[src/rtl/fp_pkg.sv]
// fp_pkg: shared field widths, constants, state encoding and field helpers
// for the sequential single-precision subtractor.
package fp_pkg;
   localparam int W = 32;
   localparam int EXP_W = 8;
   localparam int MAN_W = 23;
   localparam int SIG_W = 28;
   localparam int EXP_BIAS = 127;
   localparam logic [EXP_W-1:0] EXP_MAX = EXP_W'(2 * EXP_BIAS + 1);
   localparam logic [W-1:0] QNAN = 32'h7FC00000;

   typedef enum logic [2:0] {IDLE, UNPACK, ALIGN, ADD, NORM, DONE} state_t;

   function automatic logic f_sign(input logic [W-1:0] x);
      return x[W-1];
   endfunction

   function automatic logic [EXP_W-1:0] f_exp(input logic [W-1:0] x);
      return x[W-2:MAN_W];
   endfunction

   function automatic logic [MAN_W-1:0] f_frac(input logic [W-1:0] x);
      return x[MAN_W-1:0];
   endfunction

   function automatic logic [W-1:0] f_pack(input logic s, input logic [EXP_W-1:0] e,
                                          input logic [MAN_W-1:0] m);
      return {s, e, m};
   endfunction
endpackage

[src/rtl/fp_unpack.sv]
// fp_unpack: splits a float into sign/exponent/28-bit working significand,
// flushing denormals to zero and flagging exp==255 operands.
module fp_unpack
   import fp_pkg::*;
(
   input  logic [W-1:0]     x,
   output logic             sign,
   output logic [EXP_W-1:0] ex,
   output logic [SIG_W-1:0] sig,
   output logic             special
);
   logic [EXP_W-1:0] e;
   logic             z;
   always_comb begin
      e = f_exp(x);
      z = e == '0;
      sign = f_sign(x);
      ex = z ? '0 : e;
      sig = z ? '0 : {2'b01, f_frac(x), 3'b000};
      special = e == EXP_MAX;
   end
endmodule

[src/rtl/fp_subtractor_seq.sv]
// fp_subtractor_seq: iterative diff = a - b, aligning and normalising one bit
// per cycle behind a start/done handshake.
module fp_subtractor_seq
   import fp_pkg::*;
(
   input  logic         clk,
   input  logic         rst,
   input  logic         start,
   input  logic [W-1:0] a,
   input  logic [W-1:0] b,
   output logic         busy,
   output logic         done,
   output logic [W-1:0] diff,
   output logic         invalid
);
   localparam logic [EXP_W-1:0] ALIGN_MAX = EXP_W'(SIG_W - 2);

   state_t state, state_nx;
   logic [W-1:0]     a_r, b_r;
   logic             sa, sb, xa, xb, swap;
   logic [EXP_W-1:0] ea, eb, exp_r, d_r;
   logic [SIG_W-1:0] ga, gb, sig_l, sig_s;
   logic             sign_l, sign_s;
   logic             n_zero, n_carry, n_ok, n_under, n_over;

   fp_unpack u_a (.x(a_r), .sign(sa), .ex(ea), .sig(ga), .special(xa));
   fp_unpack u_b (.x(b_r), .sign(sb), .ex(eb), .sig(gb), .special(xb));

   assign swap = {eb, gb} > {ea, ga};
   assign busy = state != IDLE;
   assign done = state == DONE;

   always_comb begin
      n_zero = sig_l == '0;
      n_carry = sig_l[SIG_W-1];
      n_ok = !n_carry && sig_l[SIG_W-2];
      n_under = !n_zero && !n_carry && !sig_l[SIG_W-2] && exp_r == 8'd1;
      n_over = n_carry && exp_r == EXP_MAX - 8'd1;
   end

   always_comb begin
      state_nx = state;
      case (state)
         IDLE:    state_nx = start ? UNPACK : IDLE;
         UNPACK:  state_nx = (xa || xb) ? DONE : ALIGN;
         ALIGN:   state_nx = d_r == '0 ? ADD : ALIGN;
         ADD:     state_nx = NORM;
         NORM:    state_nx = (n_zero || n_under || n_over || n_ok) ? DONE : NORM;
         default: state_nx = IDLE;
      endcase
   end

   always_ff @(posedge clk or posedge rst) begin
      if (rst) begin
         state <= IDLE;
         a_r <= '0;
         b_r <= '0;
         diff <= '0;
         invalid <= 1'b0;
         sign_l <= 1'b0;
         sign_s <= 1'b0;
         exp_r <= '0;
         d_r <= '0;
         sig_l <= '0;
         sig_s <= '0;
      end else begin
         state <= state_nx;
         case (state)
            IDLE: if (start) begin
               a_r <= a;
               b_r <= {~b[W-1], b[W-2:0]};
               invalid <= 1'b0;
            end
            UNPACK: begin
               if (xa || xb) begin
                  diff <= QNAN;
                  invalid <= 1'b1;
               end
               sign_l <= swap ? sb : sa;
               sign_s <= swap ? sa : sb;
               exp_r <= swap ? eb : ea;
               d_r <= swap ? eb - ea : ea - eb;
               sig_l <= swap ? gb : ga;
               sig_s <= swap ? ga : gb;
            end
            ALIGN: if (d_r != '0) begin
               sig_s <= d_r > ALIGN_MAX ? '0 : sig_s >> 1;
               d_r <= d_r > ALIGN_MAX ? '0 : d_r - 8'd1;
            end
            ADD: sig_l <= sign_l == sign_s ? sig_l + sig_s : sig_l - sig_s;
            NORM: begin
               // Packing happens on the way into DONE so diff is valid with the pulse.
               if (n_zero || n_under)
                  diff <= '0;
               else if (n_over)
                  diff <= f_pack(sign_l, EXP_MAX, '0);
               else if (n_ok)
                  diff <= f_pack(sign_l, exp_r, sig_l[SIG_W-3:3]);
               else if (n_carry) begin
                  sig_l <= sig_l >> 1;
                  exp_r <= exp_r + 8'd1;
               end else begin
                  sig_l <= sig_l << 1;
                  exp_r <= exp_r - 8'd1;
               end
            end
            default: ;
         endcase
      end
   end
endmodule

[config.mk]
export PLATFORM = sky130hd
export DESIGN_NAME = fp_subtractor_seq
export DESIGN_NICKNAME = d
export VERILOG_FILES = /design/src/rtl/fp_pkg.sv /design/src/rtl/fp_unpack.sv /design/src/rtl/fp_subtractor_seq.sv
export SDC_FILE = /design/constraint.sdc
export NUM_CORES = 1
export LEC_CHECK = 0
export BUFFER_PORTS_ARGS = -buffer_cell sky130_fd_sc_hd__buf_2
export CAP_MARGIN = 15
export CORE_ASPECT_RATIO = 0.6
export CORE_MARGIN = 5
export CORE_UTILIZATION = 45
export DETAILED_ROUTE_END_ITERATION = 6
export PLACE_DENSITY_LB_ADDON = 0.15
export SYNTH_ARGS = -nofsm -noshare
export SYNTH_HDL_FRONTEND = slang
export SYNTH_SLANG_ARGS = --single-unit
[constraint.sdc]
create_clock -name clk -period 5.78 [get_ports clk]
set_input_delay 0 -clock clk [delete_from_list [all_inputs] [get_ports clk]]
set_output_delay 0 -clock clk [all_outputs]
set_load 0.02 [all_outputs]
==> results of run 1 <==
## final cells by class
| type | instances | share of cell area [%] |
|---|---|---|
| clock inverters | 14 | 1.10 |
| inverters | 62 | 1.69 |
| multi-input cells | 1096 | 50.4 |
| repair buffers | 190 | 9.79 |
| flip-flops and latches | 173 | 30.7 |
| clock buffers | 18 | 3.12 |
| well taps | 360 | 3.20 |
## metal layers
metal	track usage (%)	share of wire [%]
met3	4.69	7.2
met5	0	0
met2	37.5	44
met1	35.5	48
met4	5.27	1.4
## synth_stat cells, drive strengths merged (5+ instances only)
cell type | count | area [um^2]
buf | 25 | 176
nand4 | 18 | 113
nor2 | 133 | 499
o31ai | 8 | 60.1
mux2 | 55 | 619
nor4 | 17 | 113
or3 | 5 | 31.3
nand2 | 183 | 687
mux2i | 46 | 460
xnor2 | 31 | 272
a221oi | 28 | 251
a31oi | 14 | 87.6
o22ai | 13 | 81.3
nor3 | 16 | 80.1
xor2 | 24 | 210
inv | 62 | 233
nor2b | 12 | 75.1
nand2b | 8 | 50.1
ha | 77 | 963
clkbuf | 71 | 268
o21bai | 5 | 37.5
o21ai | 121 | 609
nand3 | 60 | 300
a21oi | 112 | 564
o21a | 9 | 68.8
o221ai | 7 | 73.8
nand3b | 6 | 45.0
and2 | 9 | 56.3
a211oi | 5 | 37.5
a21o | 20 | 150
and3 | 11 | 68.8
dfrtp | 173 | 4330
## cells by family (layout without fill, tap and decap cells)
kind of cell,after synthesis,after routing,synth area share [%]
and+or+nand+nor,490,490,18.3
AOI/OAI and AO/OA,370,370,18.8
DFF,173,173,35.9
buffers and inverters,158,284,5.61
muxes,101,101,8.94
adders and majority gates,80,80,8.48
xor gates and xnor gates,55,55,3.99
## worst reg2reg max path: stages (launching register included)
cell and delay, ns:
dfrtp_1 0.46, nor4_1 0.34, nand2_1 0.52, nand2_1 0.27, inv_1 0.08, ha_1 0.33
a21oi_1 0.15, o21ai_0 0.16, a221o_1 0.36, nor3_1 0.36, o22a_4 0.52, buf_12 0.35
o21ai_0 0.19, a221oi_1 0.33, a21oi_1 0.10
## state kept, by name, summed over array words and instances (netlist names)
signal and count:
sign_s 1, diff 32, state 3, exp_r 8
sig_s 27, sign_l 1, d_r 8, a_r 32
b_r 32, invalid 1, sig_l 28
## metrics by stage
| stage | cell area [um^2] | setup slack (ns) |
|---|---|---|
| 2_1_floorplan | 12100 | 1.09 |
| 3_3_place_gp | 12800 | 1.25 |
| 3_5_place_dp | 12800 | 1.25 |
| 4_1_cts | 14100 | 1.22 |
| 5_1_grt | 14100 | 0.730 |
| 6_report | 14100 | 1.11 |
## how the worst min path moves through the flow
stage,from,to,slack (ns),depth (start not counted)
CTS,start,a_r[23],0.001,4
global route,start,a_r[23],0.04,4
floorplan,b[31],b_r[31],0.08,1
finish,start,invalid,0.01,4
global placement,rst,a_r[26],0.11,2
detailed placement,rst,b_r[23],0.11,2
==> flow_summary_export.csv, run 1 <==
group,metric,value,unit
job,drv_cap,0,
placed_design,dp.cells,1811,
die,rows,46,
yosys,synth-seq-area-share,35.9,%
sta,max_freq,0.214,GHz
global_route,grt_pass1_vias,10600,
placed_design,port_buffers,101,
route,drt.antenna.violating_nets,0,
critical_path,slowest_stage,"nand2_1",
critical_path,crit_path_end,"sig_l[16]",
sta,tns,0,ns
sta,slew_headroom,19.6,%
cells_and_area,fin_cells,1913,
yosys,ys_async_sr_fraction,100,%
global_route,grt_max_degree,76,
global_route,grt_first_pass_wirelength,58700,um
cells_and_area,layout.nets,1687,
critical_path,reg2reg_to,"sig_l[16]",
sta,min_period,4.67,ns
die,fp.coreArea,0.0264,mm^2
cells_and_area,final_common_cell,"nand2_1",
die,die_area,0.0303,mm^2
clock_network,post_cts_buffers,0,
sta,holdWs,0.0113,ns
global_route,antenna_found_initial,0,
sta,tightest_slew,1.21,ns
critical_path,critical_path_class,"register to register",
global_route,overflow,0,
clock_network,clkTransAtPathRegs,0.07,ns
critical_path,crit_chain,"nor4_1 -> nand2_1 -> nand2_1 -> inv_1 -> ha_1 -> a21oi_1 -> o21ai_0 -> a221o_1 -> nor3_1 -> o22a_4 -> buf_12 -> o21ai_0 -> a221oi_1 -> a21oi_1",
cells_and_area,drive_above_1_share,14.6,%
yosys,syn_nets,1574,
sta,hold_viol,0,
cells_and_area,utilization,53.3,%
sta,fin_crit_sh,80.8,%
clock_network,clockRootBuffer,"clkbuf_16",
clock_network,clock_path_buffers,2,
route,dr.pass1.iters,5,
cells_and_area,n_fill_cell,2489,
placed_design,place_congestion,0.919,
route,viasPerCell,5.73,
clock_network,cts_max_level,4,
hold_path,min_path_type,"input port to register",
clock_network,clkLatencyLatePin,0.46,ns
critical_path,max_stage_delay,0.52,ns
die,io_pins,102,
route,drt_iter0_markers,1227,
yosys,syn_area,0.0121,mm^2
global_route,track_usage,24.2,%
yosys,syn_inst,1427,
critical_path,crit_cells,14,
critical_path,worstPathRequired,6.10,ns
cells_and_area,regArea,0.00433,mm^2
critical_path,crit_start,"b_r[24]",
route,drc,0,
placed_design,hpwl,26400,um
critical_path,cp-start-kind,"register",
sta,rsz0062_at_grt,"false",
sta,fin_skew,0.0117,ns
sta,drv_slew,0,
clock_network,cts_buffers,17,
cells_and_area,multiInputGateArea,0.00710,mm^2
cells_and_area,antenna_cells,0,
clock_network,postCtsHoldBufs,69,
critical_path,crit_buf_inv,2,
critical_path,arrival,4.99,ns
yosys,synth-seq-cells,173,
yosys,synth.avg_cell_area,8.46,um^2
die,die_h,137,um
critical_path,critical_path.top_delay_family,"compound AO/OA/AOI/OAI gates",
critical_path,rr_worst_depth,14,
yosys,ys.warnings.count,0,
sta,setup_viol,0,
route,routed_wl,36100,um
yosys,synth_cell_types,70,
critical_path,r2r-start,"b_r[24]",
critical_path,endpoint_kind,"register",
clock_network,tritoncts_num_sinks,173,
yosys,synth_edf_count,0,
cells_and_area,syn2layout_area_growth,16.7,%
die,die_x,221,um
route,wire_per_inst,18.9,um
critical_path,path_max_fanout,75,
cells_and_area,most-common-layout-cells,"nand2_1, dfrtp_1, nor2_1",
die,start_util,45.7,%
critical_path,r2r_setup_slack,1.11,ns
yosys,synthFlopType,"dfrtp_1",
clock_network,post_cts_resize_count,0,
clock_network,cts_tree,"done",
status,outcome,"finished clean",
route,vias,10954,
Power of run 1 is not shown: default switching activity piles up to over one toggle a cycle in this logic, so the estimate is an artifact.
==> run 2, diff against run 1 <==
--- a/config.mk
+++ b/config.mk
@@ -5,6 +5,7 @@
 export SDC_FILE = /design/constraint.sdc
 export NUM_CORES = 1
 export LEC_CHECK = 0
+export ABC_AREA = 1
 export BUFFER_PORTS_ARGS = -buffer_cell sky130_fd_sc_hd__buf_2
 export CAP_MARGIN = 15
 export CORE_ASPECT_RATIO = 0.6
==> constraint.sdc (replaced) <==
create_clock -name clk -period 4.8 [get_ports clk]
set_input_delay 0 -clock clk [delete_from_list [all_inputs] [get_ports clk]]
set_output_delay 0 -clock clk [all_outputs]
set_load 0.02 [all_outputs]
==> flow_summary_export.csv, run 2 <==
group,metric,value,unit
sta,fin_crit_sh,84.3,%
sta,max_freq,0.247,GHz
sta,rsz0062_at_grt,"false",
global_route,antenna_found_initial,0,
global_route,overflow,0,
critical_path,slowest_stage,"nand2_2",
die,start_util,45.9,%
die,fp.coreArea,0.0289,mm^2
route,vias,13795,
clock_network,clockRootBuffer,"clkbuf_16",
cells_and_area,drive_above_1_share,8.33,%
route,drt.antenna.violating_nets,0,
route,routed_wl,44400,um
yosys,yosysTopAreaCell,"dfrtp_1",
yosys,ys.warnings.count,0,
clock_network,post_cts_buffers,0,
sta,fin_skew,0.0132,ns
placed_design,port_buffers,101,
clock_network,clkTransAtPathRegs,0.07,ns
route,dr.pass1.iters,5,
yosys,synth_common_cells,"nand2_1, inv_1, o21ai_0",
yosys,syn_area,0.0133,mm^2
cells_and_area,layout.nets,2248,
die,die_h,143,um
clock_network,cts_buffers,17,
sta,drv_slew,0,
critical_path,path_max_fanout,38,
critical_path,max_stage_delay,0.46,ns
critical_path,r2r_setup_slack,0.75,ns
die,io_pins,102,
clock_network,clock_path_buffers,2,
die,die_x,232,um
route,wire_per_inst,17.7,um
yosys,syn_nets,2150,
critical_path,crit_chain,"inv_1 -> nand4_1 -> nor2_1 -> inv_1 -> nand2_1 -> ha_1 -> a21oi_1 -> o21ai_0 -> nor2_1 -> nand2_1 -> nand2_1 -> nand3_2 -> nand2_2 -> buf_12 -> nand2_1 -> nand2_1 -> nand2_1 -> a21boi_1",
clock_network,cts_max_level,4,
die,rows,48,
global_route,grt_max_degree,108,
yosys,synth-seq-area-share,32.6,%
global_route,grt_first_pass_wirelength,71400,um
cells_and_area,most-common-layout-cells,"nand2_1, inv_1, o21ai_0",
critical_path,endpoint_kind,"register",
clock_network,clkLatencyLatePin,0.46,ns
clock_network,cts_tree,"done",
hold_path,hold_start,"start",
yosys,syn_inst,2003,
global_route,grt_pass1_vias,12667,
sta,tightest_slew,1.09,ns
yosys,ys_async_sr_fraction,100,%
yosys,synthFlopType,"dfrtp_1",
critical_path,worstPathRequired,5.17,ns
sta,hold_viol,0,
sta,tns,0,ns
critical_path,reg2reg_to,"sig_l[17]",
hold_path,min_path_type,"input port to register",
cells_and_area,syn2layout_area_growth,14.1,%
global_route,track_usage,27.2,%
cells_and_area,antenna_cells,0,
cells_and_area,top_regs,"a_r: 32 flops, b_r: 32 flops, diff: 32 flops",
sta,setup_viol,0,
placed_design,place_congestion,0.971,
job,drv_cap,0,
hold_path,holdPathEnd,"invalid",
yosys,synth_edf_count,0,
clock_network,postCtsHoldBufs,65,
clock_network,tritoncts_num_sinks,173,
critical_path,rr_worst_depth,18,
critical_path,critical_path.top_delay_family,"simple AND/OR/NAND/NOR gates",
critical_path,cp-start-kind,"register",
sta,slew_headroom,27.5,%
critical_path,crit_buf_inv,3,
sta,min_period,4.05,ns
clock_network,post_cts_resize_count,0,
yosys,synth_most_common_cell,"nand2_1",
route,drc,0,
yosys,synth_cell_types,49,
cells_and_area,final_common_cell,"nand2_1",
yosys,synth-seq-cells,173,
yosys,synthTopCellsByArea,"dfrtp_1, nand2_1, ha_1",
critical_path,crit_start,"a_r[24]",
critical_path,crit_top_cell,"nand2_1",
critical_path,r2r-start,"a_r[24]",
placed_design,hpwl,33700,um
hold_path,min_path_cells,5,
die,die_area,0.0332,mm^2
yosys,synth_top_cell_area_share,32.6,%
route,drt_iter0_markers,1538,
critical_path,arrival,4.42,ns
yosys,synth.avg_cell_area,6.64,um^2
critical_path,critical_path_class,"register to register",
status,outcome,"finished clean",
route,viasPerCell,5.49,
run 2: cell types whose count changed after synthesis, moves of 27 or more:
cell,before,now
mux2i_1,46,0
nand3_1,60,148
nand2_1,183,579
inv_1,62,230
o21ai_0,112,180
mux2_2,55,0
a21oi_1,111,144
nor2_1,133,169
a221oi_1,27,0
run 2: area by class of cell:
class | instances | area [um^2]
Clock inverter | 9 | 87.6
Tap cell | 400 | 500
Timing Repair Buffer | 184 | 1320
Inverter | 235 | 887
Clock buffer | 23 | 468
Fill cell | 2958 | 13800
Sequential cell | 173 | 4330
Multi-Input combinational cell | 1490 | 7580
run 2: worst register-to-register path, delay by kind of cell, from the launching register on:
kind	cells	cell delay (ns)
flops	1	0.44
buf+inv	3	0.92
simple gates	11	1.82
fa+ha+maj	1	0.27
compound gates	3	0.50
run 2: through the flow:
stage	instance area, um^2	instances	setup WS [ns]	utilization (%)	hold WS, ns
after floorplan	13300	2003	0.112	-	0.110
after detailed placement	14000	2417	0.900	48.2	0.121
final	15200	2514	0.752	52.4	0.102
after CTS	15200	2514	0.843	52.4	0.104
after global routing	15200	2514	0.330	52.4	0.139
after global placement	14000	2417	0.870	48.2	0.118
run 2: worst max path at each step:
stage                     cells past startpoint        end  slack, ns
after floorplan                               1     a_r[0]       0.11
after global placement                       17  sig_l[17]       0.87
after detailed placement                     19  sig_l[22]       0.90
after CTS                                    18  sig_l[17]       0.84
after global routing                         18  sig_l[26]       0.33
final                                        18  sig_l[17]       0.75
run 2: cell families (layout without fill, tap and decap cells):
group,after synthesis,in the layout,share of synthesized area (%)
AOI/OAI and AO/OA,392,392,16.0
xor gates and xnor gates,40,40,2.64
adders and majority gates,80,80,7.70
buffers and inverters,340,451,10.5
DFF,173,173,32.6
and+or+nand+nor,978,978,30.6
run 2: routing by layer:
metal / up-vias / share of wire, % / GRT usage, % / wire, um
met2: 587 / 40 / 38.4 / 17800
met5: - / 0 / 0 / 0
met1: 6495 / 49 / 43.1 / 21900
met4: 0 / 1.4 / 5.09 / 605
met3: 44 / 9.3 / 5.27 / 4140
li1: 6669 / - / - / -
Power of run 2 is left out for the same reason.
==> run 3, diff against run 2 <==
==> constraint.sdc (replaced) <==
create_clock -name clk -period 3.9 [get_ports clk]
set_input_delay 0 -clock clk [delete_from_list [all_inputs] [get_ports clk]]
set_output_delay 0 -clock clk [all_outputs]
set_load 0.02 [all_outputs]
==> flow_summary_export.csv, run 3 (same netlist as run 2, synthesis figures left out) <==
group,metric,value,unit
critical_path,path_max_fanout,3,
cells_and_area,fin_cells,2533,
hold_path,holdPathEnd,"invalid",
hold_path,min_path_cells,5,
route,routed_wl,44400,um
sta,slew_headroom,32.2,%
sta,max_freq,0.273,GHz
route,dr.pass1.iters,5,
global_route,antenna_found_initial,0,
placed_design,hpwl,33800,um
sta,fin_skew,0.00686,ns
placed_design,place_area,0.0141,mm^2
cells_and_area,n_fill_cell,2917,
clock_network,clockRootBuffer,"clkbuf_16",
die,die_h,143,um
critical_path,crit_top_cell,"nand2_1",
cells_and_area,most-common-layout-cells,"nand2_1, inv_1, o21ai_0",
die,io_pins,102,
placed_design,port_buffers,101,
global_route,grt_pass1_vias,12575,
global_route,overflow,0,
global_route,track_usage,27.0,%
critical_path,arrival,4.03,ns
cells_and_area,final_common_cell,"nand2_1",
route,m1WireLength,21800,um
critical_path,slowest_stage,"o21ai_0",
route,wire_per_inst,17.5,um
route,drc,0,
sta,setup_viol,0,
clock_network,clkLatencyLatePin,0.45,ns
die,fp.coreArea,0.0289,mm^2
clock_network,cts_tree,"done",
sta,drv_slew,0,
critical_path,max_stage_delay,0.47,ns
route,vias,13523,
die,start_util,45.9,%
cells_and_area,layout.nets,2265,
critical_path,crit_chain,"inv_1 -> ha_1 -> nand2_1 -> nor2_1 -> nand3_1 -> nor2_1 -> nand3_1 -> nand2_1 -> nand2_1 -> xor2_1 -> ha_1 -> nand2_1 -> o21ai_0 -> a21oi_1 -> nand4_1 -> nand2_1 -> nor2_1 -> nor2_1 -> a21boi_0",
global_route,grt_max_degree,174,
critical_path,r2r_setup_slack,0.23,ns
cells_and_area,fin_area,0.0154,mm^2
cells_and_area,top_regs,"a_r: 32 flops, b_r: 32 flops, diff: 32 flops",
critical_path,r2r-start,"sig_s[1]",
die,die_area,0.0332,mm^2
die,die_x,232,um
sta,hold_viol,0,
critical_path,worstPathRequired,4.27,ns
clock_network,clock_path_buffers,2,
route,met2_wirelength,17300,um
cells_and_area,syn2layout_area_growth,16.2,%
placed_design,dp.cells,2431,
route,drt.antenna.violating_nets,0,
global_route,grt_first_pass_wirelength,70400,um
hold_path,hold_start,"start",
clock_network,cts_max_level,4,
route,highest_layer,"met4",
clock_network,tritoncts_num_sinks,173,
critical_path,endpoint_kind,"register",
route,wl_met3,4740,um
critical_path,reg2reg_to,"sig_l[24]",
critical_path,cp-start-kind,"register",
critical_path,critical_path_class,"register to register",
sta,fin_crit_sh,94.0,%
cells_and_area,drive_above_1_share,9.57,%
sta,rsz0062_at_grt,"true",
sta,tightest_slew,1.02,ns
clock_network,cts_buffers,17,
hold_path,min_path_type,"input port to register",
sta,min_period,3.67,ns
job,drv_cap,0,
clock_network,clkTransAtPathRegs,0.07,ns
status,outcome,"finished clean",
die,rows,48,
placed_design,place_congestion,1.02,
route,drt_iter0_markers,1443,
critical_path,rr_worst_depth,19,
route,viasPerCell,5.34,
run 3: through the flow:
stage          worst slack, ns  util, %  hold slack, ns  TNS (ns)
2_1_floorplan             1.05        -           0.110         0
3_3_place_gp             0.128     48.7           0.195         0
3_5_place_dp             0.128     48.8           0.200         0
4_1_cts                 0.0963     53.1           0.153         0
5_1_grt                -0.0396     53.3           0.198   -0.0683
6_report                 0.233     53.3           0.165         0
run 3: area by class of cell:
| cell class | count | area [um^2] | share of cell area (%) |
|---|---|---|---|
| inverters | 235 | 890 | 5.76 |
| repair buffers | 200 | 1490 | 9.63 |
| multi-input cells | 1490 | 7600 | 49.3 |
| diodes | 2 | 5.00 | 0.0324 |
| repair inverters | 1 | 7.51 | 0.0486 |
| clock inverters | 13 | 165 | 1.07 |
| flip-flops and latches | 173 | 4330 | 28.0 |
| clock buffers | 19 | 453 | 2.93 |
| well taps | 400 | 500 | 3.24 |
run 3: per-layer routing:
layer / vias to the layer above / global-route usage (%)
met2: 552 / 37.6
met1: 6231 / 41.4
met4: 0 / 5.65
li1: 6698 / -
met5: - / 0
met3: 42 / 7.71
run 3: how the worst max path moves through the flow:
stage	slack, ns	depth (start not counted)	from	to
after floorplan	1.05	25	sig_s[1]	sig_l[26]
after global placement	0.13	19	a_r[24]	sig_l[26]
after detailed placement	0.13	19	a_r[24]	sig_l[26]
after CTS	0.1	19	a_r[24]	sig_l[26]
after global routing	-0.04	22	sig_s[1]	sig_l[23]
final	0.23	19	sig_s[1]	sig_l[24]
run 3: repair_timing:
action,CTS,global route
buffers inserted,0,2
hold endpoints to repair,237,0
hold buffers,65,0
resized for setup,0,10
endpoints found under the setup margin,0,62
run 3: worst max-delay path: cells and delay by family, from the launching register on:
family / cells / cell delay, ns
buf+inv: 1 / 0.10
compound gates: 3 / 0.80
xor+xnor: 1 / 0.18
fa+ha+maj: 2 / 0.47
simple gates: 12 / 1.63
flops: 1 / 0.39
Power of run 3 is left out for the same reason.
